`src/rtl/rx_hold_fifo_pkt_if.sv`:
```
// Write/read handshake bundle for the frame-aware RX hold FIFO.
// slave is the FIFO side. master is the side that drives writes and reads,
// which is the decode pipeline plus the dequeue logic, or a testbench.
interface rx_hold_fifo_pkt_if #(
  parameter int DWIDTH = 64,
  parameter int SWIDTH = 8,
  parameter int AWIDTH = 4
);
  logic [DWIDTH-1:0] rxhfifo_wdata;
  logic [SWIDTH-1:0] rxhfifo_wstatus;
  logic              rxhfifo_wen;
  logic              rxhfifo_wcommit;
  logic              rxhfifo_wdrop;
  logic              rxhfifo_ren;
  logic [DWIDTH-1:0] rxhfifo_rdata;
  logic [SWIDTH-1:0] rxhfifo_rstatus;
  logic              rxhfifo_rempty;
  logic              rxhfifo_ralmost_empty;
  logic              rxhfifo_wfull;
  logic              rxhfifo_walmost_full;
  logic [AWIDTH:0]   rxhfifo_rlevel;
  logic              rxhfifo_ovflow;

  modport slave (
    input  rxhfifo_wdata, rxhfifo_wstatus, rxhfifo_wen, rxhfifo_wcommit,
           rxhfifo_wdrop, rxhfifo_ren,
    output rxhfifo_rdata, rxhfifo_rstatus, rxhfifo_rempty, rxhfifo_ralmost_empty,
           rxhfifo_wfull, rxhfifo_walmost_full, rxhfifo_rlevel, rxhfifo_ovflow
  );

  modport master (
    output rxhfifo_wdata, rxhfifo_wstatus, rxhfifo_wen, rxhfifo_wcommit,
           rxhfifo_wdrop, rxhfifo_ren,
    input  rxhfifo_rdata, rxhfifo_rstatus, rxhfifo_rempty, rxhfifo_ralmost_empty,
           rxhfifo_wfull, rxhfifo_walmost_full, rxhfifo_rlevel, rxhfifo_ovflow
  );
endinterface

```
`src/rtl/rx_hold_fifo_pkt.sv`:
```
// Frame-aware RX hold FIFO. Words are written speculatively behind wr_ptr.
// They only become readable once the writer commits the frame, which moves
// cm_ptr up to wr_ptr. A drop rewinds wr_ptr back to cm_ptr.
// An overflow poisons the current frame, so its later commit turns into a drop.
// All status outputs are registered from the next-state pointers.
module rx_hold_fifo_pkt #(
  parameter int DWIDTH              = 64,
  parameter int SWIDTH              = 8,
  parameter int AWIDTH              = 4,
  parameter int ALMOST_EMPTY_THRESH = 7,
  parameter int ALMOST_FULL_THRESH  = 12
) (
  input  logic                clk_xgmii_rx,
  input  logic                reset_xgmii_rx,
  rx_hold_fifo_pkt_if.slave   rx
);

  localparam int DEPTH = 1 << AWIDTH;
  localparam int WW    = DWIDTH + SWIDTH;

  typedef logic [AWIDTH:0] ptr_t;

  localparam ptr_t FULL_LVL = ptr_t'(DEPTH);
  localparam ptr_t AE_LVL   = ptr_t'(ALMOST_EMPTY_THRESH);
  localparam ptr_t AF_LVL   = ptr_t'(ALMOST_FULL_THRESH);

  // Storage word: status sits above data.
  logic [WW-1:0] mem [DEPTH];

  ptr_t wr_ptr, cm_ptr, rd_ptr;
  ptr_t wr_nxt, cm_nxt, rd_nxt;
  ptr_t wlvl_nxt, rlvl_nxt;
  logic poison;
  logic wr_ok, rd_ok, ovf_now, do_drop, do_commit;

  // Next-state pointer arithmetic for this cycle's write, commit, drop and read.
  always_comb begin
    ovf_now   = rx.rxhfifo_wen & rx.rxhfifo_wfull;
    wr_ok     = rx.rxhfifo_wen & ~rx.rxhfifo_wfull;
    rd_ok     = rx.rxhfifo_ren & ~rx.rxhfifo_rempty;
    // A poisoned or overflowing frame can never be committed.
    do_drop   = rx.rxhfifo_wdrop | (rx.rxhfifo_wcommit & (poison | ovf_now));
    do_commit = rx.rxhfifo_wcommit & ~do_drop;
    wr_nxt    = do_drop ? cm_ptr : wr_ptr + ptr_t'(wr_ok);
    // The commit covers any word written in this same cycle.
    cm_nxt    = do_commit ? wr_nxt : cm_ptr;
    rd_nxt    = rd_ptr + ptr_t'(rd_ok);
    wlvl_nxt  = wr_nxt - rd_nxt;
    rlvl_nxt  = cm_nxt - rd_nxt;
  end

  // Pointer and poison state.
  always_ff @(posedge clk_xgmii_rx or posedge reset_xgmii_rx) begin
    if (reset_xgmii_rx) begin
      wr_ptr <= '0;
      cm_ptr <= '0;
      rd_ptr <= '0;
      poison <= 1'b0;
    end else begin
      wr_ptr <= wr_nxt;
      cm_ptr <= cm_nxt;
      rd_ptr <= rd_nxt;
      // Any frame end (commit or drop) starts the next frame clean.
      if (rx.rxhfifo_wcommit | rx.rxhfifo_wdrop) poison <= 1'b0;
      else if (ovf_now)                          poison <= 1'b1;
    end
  end

  // Registered status flags, computed from the post-edge pointers.
  always_ff @(posedge clk_xgmii_rx or posedge reset_xgmii_rx) begin
    if (reset_xgmii_rx) begin
      rx.rxhfifo_rempty        <= 1'b1;
      rx.rxhfifo_ralmost_empty <= 1'b1;
      rx.rxhfifo_wfull         <= 1'b0;
      rx.rxhfifo_walmost_full  <= 1'b0;
      rx.rxhfifo_rlevel        <= '0;
      rx.rxhfifo_ovflow        <= 1'b0;
    end else begin
      rx.rxhfifo_rempty        <= (rlvl_nxt == '0);
      rx.rxhfifo_ralmost_empty <= (rlvl_nxt <= AE_LVL);
      rx.rxhfifo_wfull         <= (wlvl_nxt == FULL_LVL);
      rx.rxhfifo_walmost_full  <= (wlvl_nxt >= AF_LVL);
      rx.rxhfifo_rlevel        <= rlvl_nxt;
      rx.rxhfifo_ovflow        <= ovf_now;
    end
  end

  // Read port. It updates only on an accepted read and holds otherwise.
  always_ff @(posedge clk_xgmii_rx or posedge reset_xgmii_rx) begin
    if (reset_xgmii_rx) begin
      rx.rxhfifo_rdata   <= '0;
      rx.rxhfifo_rstatus <= '0;
    end else if (rd_ok) begin
      {rx.rxhfifo_rstatus, rx.rxhfifo_rdata} <= mem[rd_ptr[AWIDTH-1:0]];
    end
  end

  // Storage write. It is not reset. Dropped words are simply overwritten later.
  // Writes land in the uncommitted region, so they never hit the read address.
  always_ff @(posedge clk_xgmii_rx) begin
    if (wr_ok) mem[wr_ptr[AWIDTH-1:0]] <= {rx.rxhfifo_wstatus, rx.rxhfifo_wdata};
  end

endmodule

```
`src/flat_wrapper.sv`:
```
// flat-port wrapper written by rule: the top's interface ports become plain ports
module rx_hold_fifo_pkt_flat 
#(
  parameter int DWIDTH              = 64,
  parameter int SWIDTH              = 8,
  parameter int AWIDTH              = 4,
  parameter int ALMOST_EMPTY_THRESH = 7,
  parameter int ALMOST_FULL_THRESH  = 12
)
  (clk_xgmii_rx, reset_xgmii_rx, rx_rxhfifo_wdata, rx_rxhfifo_wstatus, rx_rxhfifo_wen, rx_rxhfifo_wcommit, rx_rxhfifo_wdrop, rx_rxhfifo_ren, rx_rxhfifo_rdata, rx_rxhfifo_rstatus, rx_rxhfifo_rempty, rx_rxhfifo_ralmost_empty, rx_rxhfifo_wfull, rx_rxhfifo_walmost_full, rx_rxhfifo_rlevel, rx_rxhfifo_ovflow);
  rx_hold_fifo_pkt_if #(.DWIDTH(DWIDTH), .SWIDTH(SWIDTH), .AWIDTH(AWIDTH)) rx_i ();
  input  logic clk_xgmii_rx;
  input  logic reset_xgmii_rx;
  input wire logic [$bits(rx_i.rxhfifo_wdata)-1:0] rx_rxhfifo_wdata;
  input wire logic [$bits(rx_i.rxhfifo_wstatus)-1:0] rx_rxhfifo_wstatus;
  input wire logic [$bits(rx_i.rxhfifo_wen)-1:0] rx_rxhfifo_wen;
  input wire logic [$bits(rx_i.rxhfifo_wcommit)-1:0] rx_rxhfifo_wcommit;
  input wire logic [$bits(rx_i.rxhfifo_wdrop)-1:0] rx_rxhfifo_wdrop;
  input wire logic [$bits(rx_i.rxhfifo_ren)-1:0] rx_rxhfifo_ren;
  output wire logic [$bits(rx_i.rxhfifo_rdata)-1:0] rx_rxhfifo_rdata;
  output wire logic [$bits(rx_i.rxhfifo_rstatus)-1:0] rx_rxhfifo_rstatus;
  output wire logic [$bits(rx_i.rxhfifo_rempty)-1:0] rx_rxhfifo_rempty;
  output wire logic [$bits(rx_i.rxhfifo_ralmost_empty)-1:0] rx_rxhfifo_ralmost_empty;
  output wire logic [$bits(rx_i.rxhfifo_wfull)-1:0] rx_rxhfifo_wfull;
  output wire logic [$bits(rx_i.rxhfifo_walmost_full)-1:0] rx_rxhfifo_walmost_full;
  output wire logic [$bits(rx_i.rxhfifo_rlevel)-1:0] rx_rxhfifo_rlevel;
  output wire logic [$bits(rx_i.rxhfifo_ovflow)-1:0] rx_rxhfifo_ovflow;
  assign rx_i.rxhfifo_wdata = rx_rxhfifo_wdata;
  assign rx_i.rxhfifo_wstatus = rx_rxhfifo_wstatus;
  assign rx_i.rxhfifo_wen = rx_rxhfifo_wen;
  assign rx_i.rxhfifo_wcommit = rx_rxhfifo_wcommit;
  assign rx_i.rxhfifo_wdrop = rx_rxhfifo_wdrop;
  assign rx_i.rxhfifo_ren = rx_rxhfifo_ren;
  assign rx_rxhfifo_rdata = rx_i.rxhfifo_rdata;
  assign rx_rxhfifo_rstatus = rx_i.rxhfifo_rstatus;
  assign rx_rxhfifo_rempty = rx_i.rxhfifo_rempty;
  assign rx_rxhfifo_ralmost_empty = rx_i.rxhfifo_ralmost_empty;
  assign rx_rxhfifo_wfull = rx_i.rxhfifo_wfull;
  assign rx_rxhfifo_walmost_full = rx_i.rxhfifo_walmost_full;
  assign rx_rxhfifo_rlevel = rx_i.rxhfifo_rlevel;
  assign rx_rxhfifo_ovflow = rx_i.rxhfifo_ovflow;
  rx_hold_fifo_pkt #(.DWIDTH(DWIDTH), .SWIDTH(SWIDTH), .AWIDTH(AWIDTH), .ALMOST_EMPTY_THRESH(ALMOST_EMPTY_THRESH), .ALMOST_FULL_THRESH(ALMOST_FULL_THRESH)) u_core (.clk_xgmii_rx(clk_xgmii_rx), .reset_xgmii_rx(reset_xgmii_rx), .rx(rx_i));
endmodule
```
`config.mk`:
```
export PLATFORM = sky130hd
export DESIGN_NAME = rx_hold_fifo_pkt_flat
export DESIGN_NICKNAME = d
export VERILOG_FILES = /design/src/rtl/rx_hold_fifo_pkt_if.sv /design/src/rtl/rx_hold_fifo_pkt.sv /design/src/flat_wrapper.sv
export SDC_FILE = /design/constraint.sdc
export NUM_CORES = 1
export LEC_CHECK = 0
export BUFFER_PORTS_ARGS = -buffer_cell sky130_fd_sc_hd__buf_2
export CAP_MARGIN = 25
export CORE_MARGIN = 2
export CORE_UTILIZATION = 45
export CTS_BUF_LIST = sky130_fd_sc_hd__clkbuf_8
export DETAILED_ROUTE_END_ITERATION = 7
export PLACE_DENSITY_LB_ADDON = 0.15
export RECOVER_POWER = 50
export SLEW_MARGIN = 25
export SYNTH_ARGS = -nofsm -noshare
export SYNTH_HDL_FRONTEND = slang
export SYNTH_SLANG_ARGS = --single-unit
```
`constraint.sdc`:
```
create_clock -name clk_xgmii_rx -period 8.3 [get_ports clk_xgmii_rx]
set_input_delay 0.415 -clock clk_xgmii_rx [delete_from_list [all_inputs] [get_ports clk_xgmii_rx]]
set_output_delay 0.415 -clock clk_xgmii_rx [all_outputs]
set_load 0.05 [all_outputs]
```
==> impl_metrics.ini <==
[sta]
max-slew-margin-rel_pct = -133
fmax_mhz = 179
fin_crit_ns = 5.59
finClkSkew_ns = 0.0461
fin_setup_tns_ns = 0
setup_viol = 0
tightest_slew_ns = 3.50
fin_crit_sh_pct = 67.3
finalHoldViolCount = 0
drv_slew = 123
grt_setup_unrepaired = false

[logic_synthesis]
synth_edf_count = 1152
syn_area_um2 = 47300
synthAdderAreaFrac_pct = 0.402
ys_warn_count = 0
synthCells = 1892
yosysUniqueCellTypes = 42
syn_area_per_cell_um2 = 25.0
synth-seq-area-share_pct = 78.3
synth-xor-area-share_pct = 0.278
synth_seq_cells = 1250
synth_top_family_by_area = multiplexers
synth.top_cells.by_area = edfxtp_1, mux4_2, dfrtp_1
synthFlopType = edfxtp_1
post-synth-top-count-cell = edfxtp_1
synth-simple-area-share_pct = 0.534
synth_mux_area_share_pct = 19.0
yosysTopAreaCell = edfxtp_1
synth-compound-area-share_pct = 0.357
synth_commonest_cells = edfxtp_1, mux4_2, dfrtp_1
synth_top_area_share_pct = 73.1
synthArstFlopShare_pct = 7.84
syn-num-nets = 1984

[pwr]
power_leakage_uw = 0.0178
peakVddDrop_mv = 0.260
power_density_nw_per_um2 = 338

[clock_network]
cts_inserted_buffers = 197
clkTransAtPathRegs_ns = 0.06
cts_tree = done
cts.path.max_buffers = 3
root_buffer = clkbuf_8
clock_sinks = 1250
clk_latency_ns = 0.86
htreeDepth = 4

[hold_path]
hold_path_class = primary input to register
hold_depth = 3
min_from = rx_rxhfifo_wen
min_to = u_core.rx.rxhfifo_ovflow$_DFF_PP0_

[critical_path]
cp-start-kind = register
crit_buf_inv = 2
rr_startpoint = u_core.rx.rxhfifo_rempty$_DFF_PP1_
reg2reg_to = u_core.rx.rxhfifo_rempty$_DFF_PP1_
critical_path.max_stage_delay_ns = 2.41
criticalPathCategory = register to register
worstSetupEndpointType = register
crit_arrival_ns = 6.33
path_max_fanout = 37
required_ns = 9.04
crit_path_frequent_cell = ha_1
cp_slowest_cell = clkbuf_1
r2r_cells = 11
regToRegSetupSlack_ns = 2.71
path_delay_family = buffers and inverters
worstPathCellList = nor2b_4 > clkbuf_1 > ha_1 > ha_1 > xor2_2 > inv_2 > ha_1 > nand2_1 > o21bai_1 > or4_1 > a2111oi_2

[floorplan]
initial_utilization_pct = 45.5
fp.dieArea_um2 = 108000
num_rows = 118
ios = 160
die_x_um = 328
coreArea_um2 = 104000
die_h_um = 328

[grt]
grt_overflow = 0
grt_pass1_vias = 23000
grt_pass1_wl_um = 156000
grt_use_total_pct = 20.3
antenna_found_initial = 5
grt_start_max_net_pins = 145

[routing]
drtIter0Drc = 1777
dr.pass1.iters = 5
wire_per_inst_um = 27.9
wirelength_um = 107000
drtAntennaViolNets = 0
route.detailed.drc = 0
vias = 21500
viasPerCell = 5.58

[finish]
layoutNonFillerInstCount = 3844
nets = 2380
drive_gt1_share_pct = 33.0
syn2layout_area_growth_pct = 15.0

[outcome]
violations = max-capacitance violations, max-slew violations
outcome = finished, violations left

[flow_run]
max-cap-violations = 3

[placement]
gp_routability_congestion = 0.725
place_inst = 3392
hpwl_um = 52800
io_buffers = 159
worst max path at each step:
stage	from	to	slack [ns]	cells past startpoint
2_1_floorplan	u_core.rx.rxhfifo_wfull$_DFF_PP0_	u_core.mem[0][0]$_DFFE_PP_	1.43	3
3_3_place_gp	u_core.rd_ptr[1]$_DFF_PP0_	u_core.rx.rxhfifo_rdata[38]$_DFFE_PP0P_	4.29	5
3_5_place_dp	u_core.rd_ptr[1]$_DFF_PP0_	u_core.rx.rxhfifo_rdata[38]$_DFFE_PP0P_	4.30	5
4_1_cts	u_core.rd_ptr[1]$_DFF_PP0_	u_core.rx.rxhfifo_rdata[31]$_DFFE_PP0P_	4.26	5
5_1_grt	u_core.rx.rxhfifo_rempty$_DFF_PP1_	u_core.rx.rxhfifo_rempty$_DFF_PP1_	2.38	11
6_report	u_core.rx.rxhfifo_rempty$_DFF_PP1_	u_core.rx.rxhfifo_rempty$_DFF_PP1_	2.71	11
logic make-up after synthesis:
logic type	Yosys count
DFF	1250
muxes	437
buffers and inverters	105
and+or+nand+nor	50
AOI/OAI and AO/OA	25
adders and majority gates	14
xor gates and xnor gates	11
report_power, final:
group | internal [µW] | leakage [µW] | switching [µW] | total, µW
combinational | 2490 | 0.00396 | 2880 | 5370
sequential | 7630 | 0.0116 | 485 | 8120
clock | 2550 | 0.00227 | 2350 | 4910
through the flow:
stage | hold slack [ns] | power (µW) | setup WS, ns | instance area, µm² | util, %
after floorplan | 0.484 | 12300 | 1.43 | 47300 | -
after global placement | 0.424 | 13600 | 4.29 | 49900 | 48.0
after detailed placement | 0.426 | 13700 | 4.30 | 49900 | 48.0
after CTS | 0.0172 | 18700 | 4.26 | 54500 | 52.4
after global routing | 0.383 | 19300 | 2.38 | 54400 | 52.3
final | 0.393 | 18400 | 2.71 | 54400 | 52.3
state kept, by name, summed over array words and instances, names as in the netlist:
name,count
u_core.cm_ptr,5
u_core.mem,1152
u_core.poison,1
u_core.rd_ptr,5
u_core.rx.rxhfifo_ovflow,1
u_core.rx.rxhfifo_ralmost_empty,1
u_core.rx.rxhfifo_rdata,64
u_core.rx.rxhfifo_rempty,1
u_core.rx.rxhfifo_rlevel,5
u_core.rx.rxhfifo_rstatus,8
u_core.rx.rxhfifo_walmost_full,1
u_core.rx.rxhfifo_wfull,1
u_core.wr_ptr,5
final cells by class:
class | instances | area (µm²)
timing repair buffer | 286 | 1890
sequential | 1250 | 37100
multi-input combinational | 537 | 9830
clock buffer | 219 | 3010
antenna | 1 | 2.50
clock inverter | 155 | 782
tap | 1380 | 1730
fill | 8191 | 49600
inverter | 16 | 61.3
placed cells by master, fill, tap and decap left out, types with 42 or more instances in the layout:
cell type,Yosys,routed
mux2_2,74,73
buf_2,14,57
dlygate4sd3_1,0,77
dfrtp_1,96,92
clkbuf_8,0,219
buf_4,20,42
inv_1,15,105
edfxtp_1,1152,1152
clkbuf_1,47,105
mux4_2,360,360
worst reg2reg max path: cells and delay by family (launching register included):
family,cells,cell delay (ns)
AOI/OAI and AO/OA,2,0.49
xor gates and xnor gates,1,0.28
adders and majority gates,3,1.05
buffers and inverters,2,2.53
DFF,1,0.38
and+or+nand+nor,3,0.75
per-layer routing:
| metal | track usage [%] | vias up | wire length, µm |
|---|---|---|---|
| met3 | 3.67 | 190 | 5260 |
| met4 | 6.69 | 8 | 2420 |
| li1 | - | 8970 | - |
| met5 | 0 | - | 57 |
| met2 | 34.6 | 620 | 55500 |
| met1 | 26.5 | 11700 | 43900 |
timing repair:
action / 4_1_cts / 5_1_grt
hold buffers: 77 / 0
gates resized for setup: 0 / 0
endpoints found under the hold margin: 1173 / 0
buffers inserted: 0 / 0
Note: power is estimated with default switching activity, not from simulation.
